[config.mk]
export PLATFORM = sky130hd
export DESIGN_NAME = de1_pio
export DESIGN_NICKNAME = d
export VERILOG_FILES = /design/src/rtl/de1_pio_pkg.sv /design/src/rtl/de1_pio_debounce.sv /design/src/rtl/de1_pio.sv
export SDC_FILE = /design/constraint.sdc
export NUM_CORES = 1
export LEC_CHECK = 0
export ABC_AREA = 1
export CORE_MARGIN = 2
export CORE_UTILIZATION = 25
export CTS_CLUSTER_SIZE = 25
export DETAILED_ROUTE_END_ITERATION = 8
export GPL_ROUTABILITY_DRIVEN = 0
export SYNTH_ARGS = -nofsm -noshare
export SYNTH_HDL_FRONTEND = slang
export SYNTH_SLANG_ARGS = --single-unit
[constraint.sdc]
create_clock -name clk -period 2 [get_ports clk]
set_input_delay 0.3 -clock clk [delete_from_list [all_inputs] [get_ports clk]]
set_output_delay 0.3 -clock clk [all_outputs]
set_load 0.02 [all_outputs]
[src/rtl/de1_pio_pkg.sv]
// Shared constants for the DE1 parallel I/O block: Avalon register word
// addresses and the edge-capture mode encoding.
package de1_pio_pkg;

  localparam logic [2:0] ADDR_DATA_IN  = 3'd0;
  localparam logic [2:0] ADDR_DATA_OUT = 3'd1;
  localparam logic [2:0] ADDR_IRQ_MASK = 3'd2;
  localparam logic [2:0] ADDR_EDGE_CAP = 3'd3;
  localparam logic [2:0] ADDR_OUT_SET  = 3'd4;
  localparam logic [2:0] ADDR_OUT_CLR  = 3'd5;

  localparam int EDGE_RISING  = 0;
  localparam int EDGE_FALLING = 1;
  localparam int EDGE_ANY     = 2;

endpackage

[src/rtl/de1_pio_debounce.sv]
// One input pin: 2-flop synchroniser followed, when DE1_PIO_DEBOUNCE_EN is
// defined, by a consecutive-cycle debounce counter and stable-value flop.
module de1_pio_debounce import de1_pio_pkg::*; #(
  parameter int DEBOUNCE_CYCLES = 50000
) (
  input  logic clk,
  input  logic reset_n,
  input  logic pin_i,
  output logic stable_o
);

  if (DEBOUNCE_CYCLES < 1) begin : g_bad_cfg
    $error("de1_pio_debounce: DEBOUNCE_CYCLES must be at least 1");
  end

  logic sync1_q;
  logic sync2_q;

  // NOTE: sequential state uses non-blocking assignments so every flop samples
  // the pre-edge value of its source, which is what makes the two stages a chain.
  always_ff @(posedge clk) begin
    if (!reset_n) begin
      sync1_q <= 1'b0;
      sync2_q <= 1'b0;
    end else begin
      sync1_q <= pin_i;
      sync2_q <= sync1_q;
    end
  end

`ifdef DE1_PIO_DEBOUNCE_EN
  localparam int CW = $clog2(DEBOUNCE_CYCLES + 1);
  localparam logic [CW-1:0] CNT_LAST = CW'(DEBOUNCE_CYCLES - 1);

  logic [CW-1:0] cnt_q;
  logic          stable_q;

  // The count tracks how long the synchronised value has disagreed with the
  // stable value; any agreement (a glitch back) restarts it.
  always_ff @(posedge clk) begin
    if (!reset_n) begin
      cnt_q    <= '0;
      stable_q <= 1'b0;
    end else if (sync2_q == stable_q) begin
      cnt_q <= '0;
    end else if (cnt_q == CNT_LAST) begin
      cnt_q    <= '0;
      stable_q <= sync2_q;
    end else begin
      cnt_q <= cnt_q + CW'(1);
    end
  end

  assign stable_o = stable_q;
`else
  assign stable_o = sync2_q;
`endif

endmodule

[src/rtl/de1_pio.sv]
// Avalon-MM parallel I/O port with edge capture and level interrupt.
// Define DE1_PIO_DEBOUNCE_EN to add per-bit input debouncing.
module de1_pio import de1_pio_pkg::*; #(
  parameter int WIDTH           = 10,
  parameter int DEBOUNCE_CYCLES = 50000,
  parameter int EDGE_TYPE       = EDGE_RISING
) (
  input  logic             clk,
  input  logic             reset_n,
  input  logic [2:0]       address,
  input  logic             read,
  input  logic             write,
  input  logic [31:0]      writedata,
  output logic [31:0]      readdata,
  output logic             readdatavalid,
  output logic             irq,
  input  logic [WIDTH-1:0] pio_in,
  output logic [WIDTH-1:0] pio_out
);

  if (WIDTH < 1 || WIDTH > 32) begin : g_bad_width
    $error("de1_pio: WIDTH must be in 1..32");
  end

  logic [WIDTH-1:0] stable;
  logic [WIDTH-1:0] stable_prev_q;
  logic [WIDTH-1:0] edge_det;
  logic [WIDTH-1:0] wdata;
  logic [WIDTH-1:0] w1c;
  logic [WIDTH-1:0] data_out_q, data_out_d;
  logic [WIDTH-1:0] irq_mask_q, irq_mask_d;
  logic [WIDTH-1:0] edge_cap_q, edge_cap_d;
  logic [31:0]      rd_mux;
  logic [31:0]      readdata_q;
  logic             readdatavalid_q;
  logic             irq_q;
  logic             rd_fire;

  for (genvar i = 0; i < WIDTH; i++) begin : g_bit
    de1_pio_debounce #(
      .DEBOUNCE_CYCLES(DEBOUNCE_CYCLES)
    ) u_debounce (
      .clk     (clk),
      .reset_n (reset_n),
      .pin_i   (pio_in[i]),
      .stable_o(stable[i])
    );
  end

  if (WIDTH < 32) begin : g_unused_hi
    logic unused_writedata_hi;
    assign unused_writedata_hi = |writedata[31:WIDTH];
  end

  assign wdata   = writedata[WIDTH-1:0];
  // A simultaneous write takes priority; the read is dropped.
  assign rd_fire = read & ~write;

  always_comb begin
    // NOTE: every always_comb output gets a default first so no path leaves it
    // unassigned, which would otherwise infer a latch.
    edge_det   = stable & ~stable_prev_q;
    data_out_d = data_out_q;
    irq_mask_d = irq_mask_q;
    w1c        = '0;
    rd_mux     = '0;

    if (EDGE_TYPE == EDGE_FALLING) edge_det = ~stable & stable_prev_q;
    else if (EDGE_TYPE == EDGE_ANY) edge_det = stable ^ stable_prev_q;

    if (write) begin
      case (address)
        ADDR_DATA_OUT: data_out_d = wdata;
        ADDR_IRQ_MASK: irq_mask_d = wdata;
        ADDR_EDGE_CAP: w1c        = wdata;
        ADDR_OUT_SET:  data_out_d = data_out_q | wdata;
        ADDR_OUT_CLR:  data_out_d = data_out_q & ~wdata;
        default: ;
      endcase
    end

    // A new edge overrides a same-cycle clear of that bit.
    edge_cap_d = (edge_cap_q & ~w1c) | edge_det;

    case (address)
      ADDR_DATA_IN:  rd_mux = 32'(stable);
      ADDR_DATA_OUT: rd_mux = 32'(data_out_q);
      ADDR_IRQ_MASK: rd_mux = 32'(irq_mask_q);
      ADDR_EDGE_CAP: rd_mux = 32'(edge_cap_q);
      default: ;
    endcase
  end

  always_ff @(posedge clk) begin
    if (!reset_n) begin
      stable_prev_q   <= '0;
      data_out_q      <= '0;
      irq_mask_q      <= '0;
      edge_cap_q      <= '0;
      readdata_q      <= '0;
      readdatavalid_q <= 1'b0;
      irq_q           <= 1'b0;
    end else begin
      stable_prev_q   <= stable;
      data_out_q      <= data_out_d;
      irq_mask_q      <= irq_mask_d;
      edge_cap_q      <= edge_cap_d;
      readdata_q      <= rd_fire ? rd_mux : '0;
      readdatavalid_q <= rd_fire;
      irq_q           <= |(edge_cap_q & irq_mask_q);
    end
  end

  assign readdata      = readdata_q;
  assign readdatavalid = readdatavalid_q;
  assign irq           = irq_q;
  assign pio_out       = data_out_q;

endmodule
==> flow_summary.ini <==
[outcome]
outcome = complete, no violations

[logic_synthesis]
netlist_area_sq_um = 3130
syn_area_per_cell_sq_um = 7.36
yosys_warnings = 0
yosysUniqueCellTypes = 19
synthCells = 425
seq_area_frac_synth_pct = 46.1
ys_ff_latch = 72

[cts]
root_buffer = clkbuf_16
h-tree-depth = 3
numCtsBuffers = 9
cts_tree = built
cts_max_path_buffers = 2
clkSinkCount = 72
post-cts-setup-buffers = 0
clk_latency_ps = 320
cts_resized = 0
hold_buffers = 0
cts.clk_slew.worst_paths_ps = 50

[final_layout]
final_common_cell = nand2_1
final_area_sq_um = 3970
final_cell_mix = 129 x nand2_1, 72 x dfxtp_1, 48 x clkdlybuf4s50_1
insertedDiodeCount = 0
fin_nets = 522
multiInputGateArea_sq_um = 1270
drive_above_1_share_pct = 7.34
final-seq-area_sq_um = 1440
nFillCells = 1335
area_growth_syn_to_layout_pct = 27.0

[routing]
antenna_left = 0
wl_mm = 7.65
wl_per_cell_um = 11.9
dr_total_vias = 2673
drc = 0
firstDrtPassIters = 4
viasPerCell = 4.14
drt_iter0_drc = 129

[critical_path]
cp_max_fo = 22
worstSetupPathType = in -> reg
cpMaxStageDelayCell = clkdlybuf4s50_1
path_buf_inv = 2
endpoint_kind = flop
worstPathArrival_ps = 1860
start_kind = input port
max_stage_delay_ps = 560
required_ps = 2210
path_cells = clkdlybuf4s50_1, inv_2, nand3_2, nor2_1, o22ai_1
crit_family = buffers and inverters

[timing]
rsz0062_at_grt = false
whs_ps = 409
final-max-slew-violation-count = 0
fin_crit_sh_pct = 82.5
setup_violations = 0
fin_crit_ps = 1650
slew_headroom_pct = 52.6
max_freq_mhz = 606
hold_viol = 0
setup_tns_ps = 0
worst_pin_slew_ps = 711
finClkSkew_ps = 4.64

[global_routing]
grt_start_max_net_pins = 24
antenna_found_initial = 0
grt_remaining_overflow = 0
gr-usage-all-layers_pct = 11.9
first_global_vias = 2553
grt_first_pass_wirelength_mm = 12.3

[floorplanning]
core_area_sq_um = 12100
io_pins = 93
die_area_sq_um = 13400
fp.dieH_um = 116
die-width_um = 116
initial_core_util_pct = 25.8
std_cell_rows = 40

[place]
dpl.hpwl_mm = 5.60
place_area_sq_um = 3680
port_buffers = 48

[pwr]
totalPowerFinal_mw = 3.39
p_leak_nw = 1.86
pwr_density_cell_nw_per_um2 = 854
vdd_drop_max_mv = 0.405

[min_path]
min_path_type = reg -> reg

[flow_run]
max_cap_violations = 0
-- final timing paths --
check / from / to / slack (ps) / cells after the start
setup / recovery: address[2] / edge_cap_q[7]$_SDFF_PN0_ / 350 / 5
hold / removal: g_bit[5].u_debounce.sync1_q$_SDFF_PN0_ / g_bit[5].u_debounce.stable_o$_SDFF_PN0_ / 410 / 2
setup reg to reg: edge_cap_q[6]$_SDFF_PN0_ / irq$_SDFF_PN0_ / 1120 / 6
hold reg to reg: g_bit[5].u_debounce.sync1_q$_SDFF_PN0_ / g_bit[5].u_debounce.stable_o$_SDFF_PN0_ / 410 / 2
-- flip-flops by register name, summed over array words and instances, names as in the netlist, 10 cells and up --
name	flops
irq_mask_q	10
g_bit.u_debounce.sync1_q	10
edge_cap_q	10
stable_prev_q	10
readdata	10
g_bit.u_debounce.stable_o	10
pio_out	10
-- through the flow --
step,setup slack (ps),instances,utilization [%]
global placement,18.6,630,30.4
finish,350,645,32.8
detailed placement,-16.0,630,30.4
floorplan,960,446,-
CTS,335,645,32.8
global route,236,645,32.8
-- metal layers --
metal / global-route usage, % / part of all wire (%) / vias up
met2: 19.2 / 48 / 99
met1: 14.5 / 43 / 1179
met4: 7.46 / 2.1 / 0
li1: - / - / 1385
met5: 0 / 0 / -
met3: 2.56 / 6.6 / 10
-- logic make-up after synthesis --
| kind of cell | Yosys count | share of synthesized area (%) |
|---|---|---|
| other | 1 | 0.120 |
| AOI/OAI and AO/OA | 30 | 5.20 |
| buffers and inverters | 91 | 15.7 |
| and+or+nand+nor | 231 | 32.9 |
| DFF | 72 | 46.1 |
-- where the power goes --
group | total, mW | internal, mW | switching (mW)
registers | 1.52 | 1.49 | 0.0315
clock network | 1.53 | 0.990 | 0.543
logic | 0.338 | 0.127 | 0.211
-- layout make-up --
type                       instances  area share [%]
tap                              168            5.29
sequential                        72            36.3
inverter                          48            4.60
multi-input combinational        283            32.0
timing repair buffer              59            14.5
clock inverter                     3            1.07
clock buffer                      12            6.21
-- worst register-to-register path: cells and delay by family (launching register included) --
kind                   cells  cell delay, ps
buffers and inverters      1              40
and+or+nand+nor            5             410
DFF                        1             340
-- synth_stat cells --
| master | count | area [sq um] |
|---|---|---|
| a21oi_1 | 20 | 100 |
| buf_2 | 7 | 35.0 |
| buf_4 | 25 | 188 |
| buf_6 | 6 | 67.6 |
| clkbuf_1 | 5 | 18.8 |
| conb_1 | 1 | 3.75 |
| dfxtp_1 | 72 | 1440 |
| inv_1 | 45 | 169 |
| inv_2 | 2 | 7.51 |
| inv_4 | 1 | 6.26 |
| nand2_1 | 129 | 484 |
| nand2_2 | 2 | 12.5 |
| nand3_1 | 41 | 205 |
| nand3_2 | 3 | 30.0 |
| nand3b_1 | 10 | 75.1 |
| nand4_1 | 10 | 62.6 |
| nor2_1 | 33 | 124 |
| nor2_4 | 3 | 33.8 |
| o22ai_1 | 10 | 62.6 |
(Power assumes the default switching activity.)
